<file path="src/rtl/axi_master_burst.sv">
// ---------------------------------------------------------------------------
// axi_master_burst
//   Single-outstanding burst master. A user command (write or read, start
//   address, beats-1, id) is turned into one address transfer followed by
//   the data beats. The user write/read streams are passed straight through
//   to the bus data channels while the matching data state is active.
//
// Parameters
//   TIMEOUT : cycles without any handshake tolerated in a busy state
//   STRB    : constant byte strobe driven on WR_STRB
//
// Ports
//   clk, rst             : clock (rising edge), synchronous active-low reset
//   cmd_*                : command handshake (valid/ready, write, addr, len, id)
//   usr_w*               : user write-data stream into the master
//   usr_r*               : user read-data stream out of the master
//   done                 : one-cycle pulse when a transaction finishes
//   err                  : sticky error, cleared on the next command accept
//   WR_ADDR* / WR_LEN/ID : write-address channel
//   WR_DATA* / WR_STRB   : write-data channel, WR_BACK_ID returned by slave
//   RD_ADDR* / RD_LEN/ID : read-address channel
//   RD_DATA* / RD_BACK_ID: read-data channel
// ---------------------------------------------------------------------------
module axi_master_burst #(
  parameter int         TIMEOUT = 1024,
  parameter logic [3:0] STRB    = 4'hF
) (
  input  logic        clk,
  input  logic        rst,
  input  logic        cmd_valid,
  output logic        cmd_ready,
  input  logic        cmd_write,
  input  logic [31:0] cmd_addr,
  input  logic [7:0]  cmd_len,
  input  logic [3:0]  cmd_id,
  input  logic [31:0] usr_wdata,
  input  logic        usr_wvalid,
  output logic        usr_wready,
  output logic [31:0] usr_rdata,
  output logic        usr_rvalid,
  output logic        usr_rlast,
  input  logic        usr_rready,
  output logic        done,
  output logic        err,
  output logic [31:0] WR_ADDR,
  output logic [7:0]  WR_LEN,
  output logic [3:0]  WR_ID,
  output logic        WR_ADDR_VALID,
  input  logic        WR_ADDR_READY,
  output logic [31:0] WR_DATA,
  output logic [3:0]  WR_STRB,
  output logic        WR_DATA_VALID,
  output logic        WR_DATA_LAST,
  input  logic        WR_DATA_READY,
  input  logic [3:0]  WR_BACK_ID,
  output logic [31:0] RD_ADDR,
  output logic [7:0]  RD_LEN,
  output logic [3:0]  RD_ID,
  output logic        RD_ADDR_VALID,
  input  logic        RD_ADDR_READY,
  input  logic [31:0] RD_DATA,
  input  logic        RD_DATA_VALID,
  input  logic        RD_DATA_LAST,
  input  logic [3:0]  RD_BACK_ID,
  output logic        RD_DATA_READY
);

  localparam int TW = $clog2(TIMEOUT + 1);

  typedef enum logic [2:0] {
    IDLE  = 3'd0,
    WADDR = 3'd1,
    WDATA = 3'd2,
    RADDR = 3'd3,
    RDATA = 3'd4,
    DONE  = 3'd5
  } state_t;

  state_t        r_state;
  state_t        w_next;
  logic [31:0]   r_addr;
  logic [7:0]    r_len;
  logic [3:0]    r_id;
  logic [8:0]    r_beat_cnt;
  logic [TW-1:0] r_timer;
  logic          r_err;

  logic w_cmd_fire;
  logic w_whs;
  logic w_rhs;
  logic w_at_last;
  logic w_busy;
  logic w_timeout;
  logic w_hs;
  logic w_set_err;

  // cmd_ready is also qualified by rst so it stays low during the reset
  // cycle itself and rises as soon as reset is released.
  assign cmd_ready  = (r_state == IDLE) && rst;
  assign w_cmd_fire = cmd_valid && cmd_ready;

  // The beat counter is one bit wider than len so that a 256-beat burst
  // can count its final beat without wrapping back to zero.
  assign w_at_last = (r_beat_cnt == {1'b0, r_len});
  assign w_whs     = (r_state == WDATA) && usr_wvalid && WR_DATA_READY;
  assign w_rhs     = (r_state == RDATA) && RD_DATA_VALID && usr_rready;
  assign w_busy    = (r_state == WADDR) || (r_state == WDATA) ||
                     (r_state == RADDR) || (r_state == RDATA);
  // Firing one count early means DONE is entered exactly TIMEOUT cycles
  // after the last handshake or state entry.
  assign w_timeout = (r_timer == TW'(TIMEOUT - 1));

  // Address channels always present the latched command; VALID qualifies it.
  assign WR_ADDR       = r_addr;
  assign WR_LEN        = r_len;
  assign WR_ID         = r_id;
  assign WR_ADDR_VALID = (r_state == WADDR);
  assign RD_ADDR       = r_addr;
  assign RD_LEN        = r_len;
  assign RD_ID         = r_id;
  assign RD_ADDR_VALID = (r_state == RADDR);

  // Data channels are straight pass-throughs gated by the data states.
  assign WR_STRB       = STRB;
  assign WR_DATA       = (r_state == WDATA) ? usr_wdata : 32'd0;
  assign WR_DATA_VALID = (r_state == WDATA) && usr_wvalid;
  assign WR_DATA_LAST  = (r_state == WDATA) && w_at_last;
  assign usr_wready    = (r_state == WDATA) && WR_DATA_READY;

  assign usr_rdata     = (r_state == RDATA) ? RD_DATA : 32'd0;
  assign usr_rvalid    = (r_state == RDATA) && RD_DATA_VALID;
  assign usr_rlast     = (r_state == RDATA) && RD_DATA_LAST;
  assign RD_DATA_READY = (r_state == RDATA) && usr_rready;

  assign done = (r_state == DONE);
  assign err  = r_err;

  // Next-state logic. A handshake always wins over an expiring timer in the
  // same cycle, since the transfer did make progress.
  always_comb begin
    w_next    = r_state;
    w_hs      = 1'b0;
    w_set_err = 1'b0;
    case (r_state)
      IDLE: begin
        if (w_cmd_fire) w_next = cmd_write ? WADDR : RADDR;
      end
      WADDR: begin
        if (WR_ADDR_READY) begin
          w_hs   = 1'b1;
          w_next = WDATA;
        end else if (w_timeout) begin
          w_set_err = 1'b1;
          w_next    = DONE;
        end
      end
      WDATA: begin
        if (w_whs) begin
          w_hs = 1'b1;
          if (w_at_last) begin
            w_next = DONE;
            if (WR_BACK_ID != r_id) w_set_err = 1'b1;
          end
        end else if (w_timeout) begin
          w_set_err = 1'b1;
          w_next    = DONE;
        end
      end
      RADDR: begin
        if (RD_ADDR_READY) begin
          w_hs   = 1'b1;
          w_next = RDATA;
        end else if (w_timeout) begin
          w_set_err = 1'b1;
          w_next    = DONE;
        end
      end
      RDATA: begin
        if (w_rhs) begin
          w_hs = 1'b1;
          if ((RD_BACK_ID != r_id) || (RD_DATA_LAST != w_at_last)) w_set_err = 1'b1;
          // Whichever end marker arrives first closes the burst; any further
          // slave beats are refused because RD_DATA_READY drops with RDATA.
          if (RD_DATA_LAST || w_at_last) w_next = DONE;
        end else if (w_timeout) begin
          w_set_err = 1'b1;
          w_next    = DONE;
        end
      end
      DONE: begin
        w_next = IDLE;
      end
      default: begin
        w_next = IDLE;
      end
    endcase
  end

  // State, latched command, beat counter, stall timer and sticky error.
  // The transfer direction is not stored; it is carried by the state path.
  always_ff @(posedge clk) begin
    if (!rst) begin
      r_state    <= IDLE;
      r_addr     <= 32'd0;
      r_len      <= 8'd0;
      r_id       <= 4'd0;
      r_beat_cnt <= 9'd0;
      r_timer    <= '0;
      r_err      <= 1'b0;
    end else begin
      r_state <= w_next;

      if (w_cmd_fire) begin
        r_addr     <= cmd_addr;
        r_len      <= cmd_len;
        r_id       <= cmd_id;
        r_beat_cnt <= 9'd0;
        r_err      <= 1'b0;
      end else begin
        if (w_whs || w_rhs) r_beat_cnt <= r_beat_cnt + 9'd1;
        if (w_set_err) r_err <= 1'b1;
      end

      // The stall timer restarts on every handshake and on every state
      // change, so each busy state gets its own full TIMEOUT window.
      if (!w_busy || w_hs || (w_next != r_state)) r_timer <= '0;
      else r_timer <= r_timer + TW'(1);
    end
  end

endmodule

</file>
<file path="config.mk">
export PLATFORM = sky130hd
export DESIGN_NAME = axi_master_burst
export DESIGN_NICKNAME = d
export VERILOG_FILES = /design/src/rtl/axi_master_burst.sv
export SDC_FILE = /design/constraint.sdc
export NUM_CORES = 1
export LEC_CHECK = 0
export CAP_MARGIN = 5
export CORE_AREA = 2 2 113 115
export CTS_CLUSTER_DIAMETER = 80
export CTS_CLUSTER_SIZE = 8
export DETAILED_ROUTE_END_ITERATION = 10
export DIE_AREA = 0 0 115 117
export DONT_BUFFER_PORTS = 1
export MAX_ROUTING_LAYER = met4
export SYNTH_ARGS = -nofsm -noshare
export SYNTH_HDL_FRONTEND = slang
export SYNTH_SLANG_ARGS = --single-unit
</file>
<file path="constraint.sdc">
create_clock -name clk -period 2.6 [get_ports clk]
set_input_delay 0.65 -clock clk [delete_from_list [all_inputs] [get_ports clk]]
set_output_delay 0.65 -clock clk [all_outputs]
set_load 0.05 [all_outputs]
</file>
==> results.json <==
{
  "status": "complete, no violations",
  "htree_levels": 3,
  "tns_ps": 0,
  "clk_pin_slew_worst_paths_ps": 60,
  "post_dp_cell_area_mm2": 0.005512,
  "clock_path_buffers": 2,
  "p_int_mw": 2.276,
  "wl_per_cell_um": 17.92,
  "synth_top_area_share_pct": 34.13,
  "finalWeightedCongestion": 0.8960,
  "dr.pass1.iters": 4,
  "insertion_delay_ps": 330,
  "crit_path_end_kind": "output port",
  "layout_min_cycle_time_ps": 2517,
  "grt_util_all_layers_pct": 18.54,
  "final_nets": 691,
  "ys.flop_type": "dfxtp_1",
  "start_kind": "register",
  "sw_frac_of_total_pct": 34.06,
  "core_mm2": 0.01231,
  "cts_tree": "yes",
  "vias": 3531,
  "max_slew_margin_pct": 59.97,
  "clockRootBuffer": "clkbuf_16",
  "antenna_found_initial": 9,
  "synth_area_leaders": "dfxtp_1 34%, and2_1 12%, nand2_1 9.9%, buf_4 9.6%, a21boi_0 7.2%",
  "drc": 0,
  "fp-row-count": 41,
  "hold_path.class": "in2reg",
  "drt_iter0_markers": 117,
  "grt_pass1_wl_mm": 18.35,
  "ys_seq_area_share_pct": 34.13,
  "start_util_pct": 32.40,
  "whs_ps": 455.4,
  "synth_edf_count": 0,
  "yosysTopAreaCell": "dfxtp_1",
  "fin_area_mm2": 0.005864,
  "ant_nets": 0,
  "finalClockSkew_ps": 8.277,
  "required_ps": 1950,
  "final_core_util_pct": 47.63,
  "synthDistinctLibCells": 46,
  "slew_violations": 0,
  "synth-seq-cells": 68,
  "async_flop_share_pct": 0,
  "wirelength_mm": 13.01,
  "port_buffers": 0,
  "met2_usage_pct": 32.08,
  "grt_pass1_vias": 3249,
  "grt-busiest-layer": "met2",
  "fillCellCount": 1165,
  "numCtsBuffers": 9,
  "hold_buffers": 0,
  "leakage_nw": 2.318,
  "drv_cap": 0,
  "gr-usage-met3_pct": 8.393,
  "area_growth_pct": 47.02,
  "cts_sinks": 68,
  "setup_viol": 0,
  "top_level_ports": 294,
  "die_w_um": 115,
  "synth_common_cells": "105 x nand2_1, 79 x and2_1, 68 x dfxtp_1",
  "hpwl_mm": 10.56,
  "power.switching_mw": 1.175,
  "clkPwrFrac_pct": 38.5,
  "peakVddDrop_mv": 0.3345,
  "worstPathMaxFanout": 9,
  "worst-slew-pin-transition_ps": 599.7,
  "hold_viol": 0,
  "rsz0062_at_grt": "no",
  "crit_type": "reg2out",
  "finalCritPeriodShare_pct": 96.82,
  "avgSynthCellArea_um2": 8.058,
  "die_h_um": 117,
  "placed_cells": 700,
  "pwr-share-comb_pct": 28.7,
  "max_freq_mhz": 397.3,
  "overflow": 0,
  "cp.arrival_ps": 1870,
  "grt_use_met1_pct": 18.42,
  "drt-vias-per-instance": 4.864,
  "netlist_area_mm2": 0.003989,
  "power.share.sequential_pct": 32.8,
  "synth.most_common_cell": "nand2_1",
  "netlist_instances": 495,
  "powerDensity_mw_per_mm2": 588.5,
  "yosys_warnings": 0,
  "die_area_mm2": 0.01346,
  "grt_max_degree": 49,
  "stdcell_count": 726,
  "drive_above_1_share_pct": 28.09
}
==> power by group through the flow <==
stage               registers (mW)  logic [mW]  clock network, mW
floorplan                     1.28       0.603                  0
global placement              1.15       0.983                  0
detailed placement            1.15       0.997                  0
CTS                           1.13       0.999               1.37
global route                  1.14        1.04               1.42
finish                        1.13       0.991               1.33
==> state kept, by name, summed over array words and instances, names as in the netlist <==
name	count
RD_ID	4
r_timer	11
RD_LEN	8
r_state	3
err	1
r_beat_cnt	9
RD_ADDR	32
==> repair_timing <==
| item | in CTS | in global routing |
|---|---|---|
| buffers inserted | 0 | 0 |
| setup endpoints to repair | 0 | 32 |
| resized for setup | 0 | 1 |
==> logic make-up after synthesis <==
logic type / count (synthesis) / share of synthesized area (%)
AOI/OAI and AO/OA: 65 / 12.89
other: 1 / 0.09401
DFF: 68 / 34.13
adders and majority gates: 3 / 0.9411
and+or+nand+nor: 243 / 31.62
xor gates and xnor gates: 33 / 7.246
buffers and inverters: 81 / 12.83
muxes: 1 / 0.2510
==> stage by stage <==
stage	total power, mW	worst slack, ps
after floorplan	1.887	8.558
after global placement	2.135	426.4
after detailed placement	2.151	349.1
after CTS	3.501	8.673
after global routing	3.599	7.314
final	3.451	82.78
==> path summary, 6_finish.rpt <==
check | startpoint | slack, ps | endpoint | depth (start not counted)
worst min-delay path | cmd_len[0] | 460 | RD_LEN[0] | 2
worst max-delay path | r_state[1] | 80 | WR_DATA_LAST | 4
worst max register to register | r_beat_cnt[2] | 340 | err | 7
worst min register to register | RD_ADDR[10] | 470 | RD_ADDR[10] | 2
==> worst max-delay path, cell delays in order (launching register included) <==
cell,delay (ps)
dfxtp_1,460
buf_4,220
or3b_2,520
nor2_2,180
buf_12,160
==> metal layers <==
metal / wire length (µm) / part of all wire, %
met1: 4740 / 36
met2: 6823 / 52
met3: 1236 / 9.5
met4: 208 / 1.6
met5: 0 / 0
==> placed cells by master, fill, tap and decap left out, drive strengths merged, types with 6 or more instances in the layout <==
cell type	count
buf	128
nand2	105
and2	79
dfxtp	68
a21boi	44
xnor2	24
nand4	13
clkbuf	11
diode	10
nand3	10
nor2	10
xor2	9
nor3	8
inv	6
==> final cells by class <==
class / count / area (µm²) / area share, %
Timing Repair Buffer: 128 / 1787 / 30.47
Antenna cell: 10 / 25.02 / 0.4267
Clock buffer: 11 / 242.7 / 4.139
Clock inverter: 5 / 83.83 / 1.429
Tap cell: 150 / 187.7 / 3.200
Inverter: 5 / 18.77 / 0.3200
Multi-Input combinational cell: 349 / 2157 / 36.78
Sequential cell: 68 / 1363 / 23.23
(Power assumes the default switching activity.)
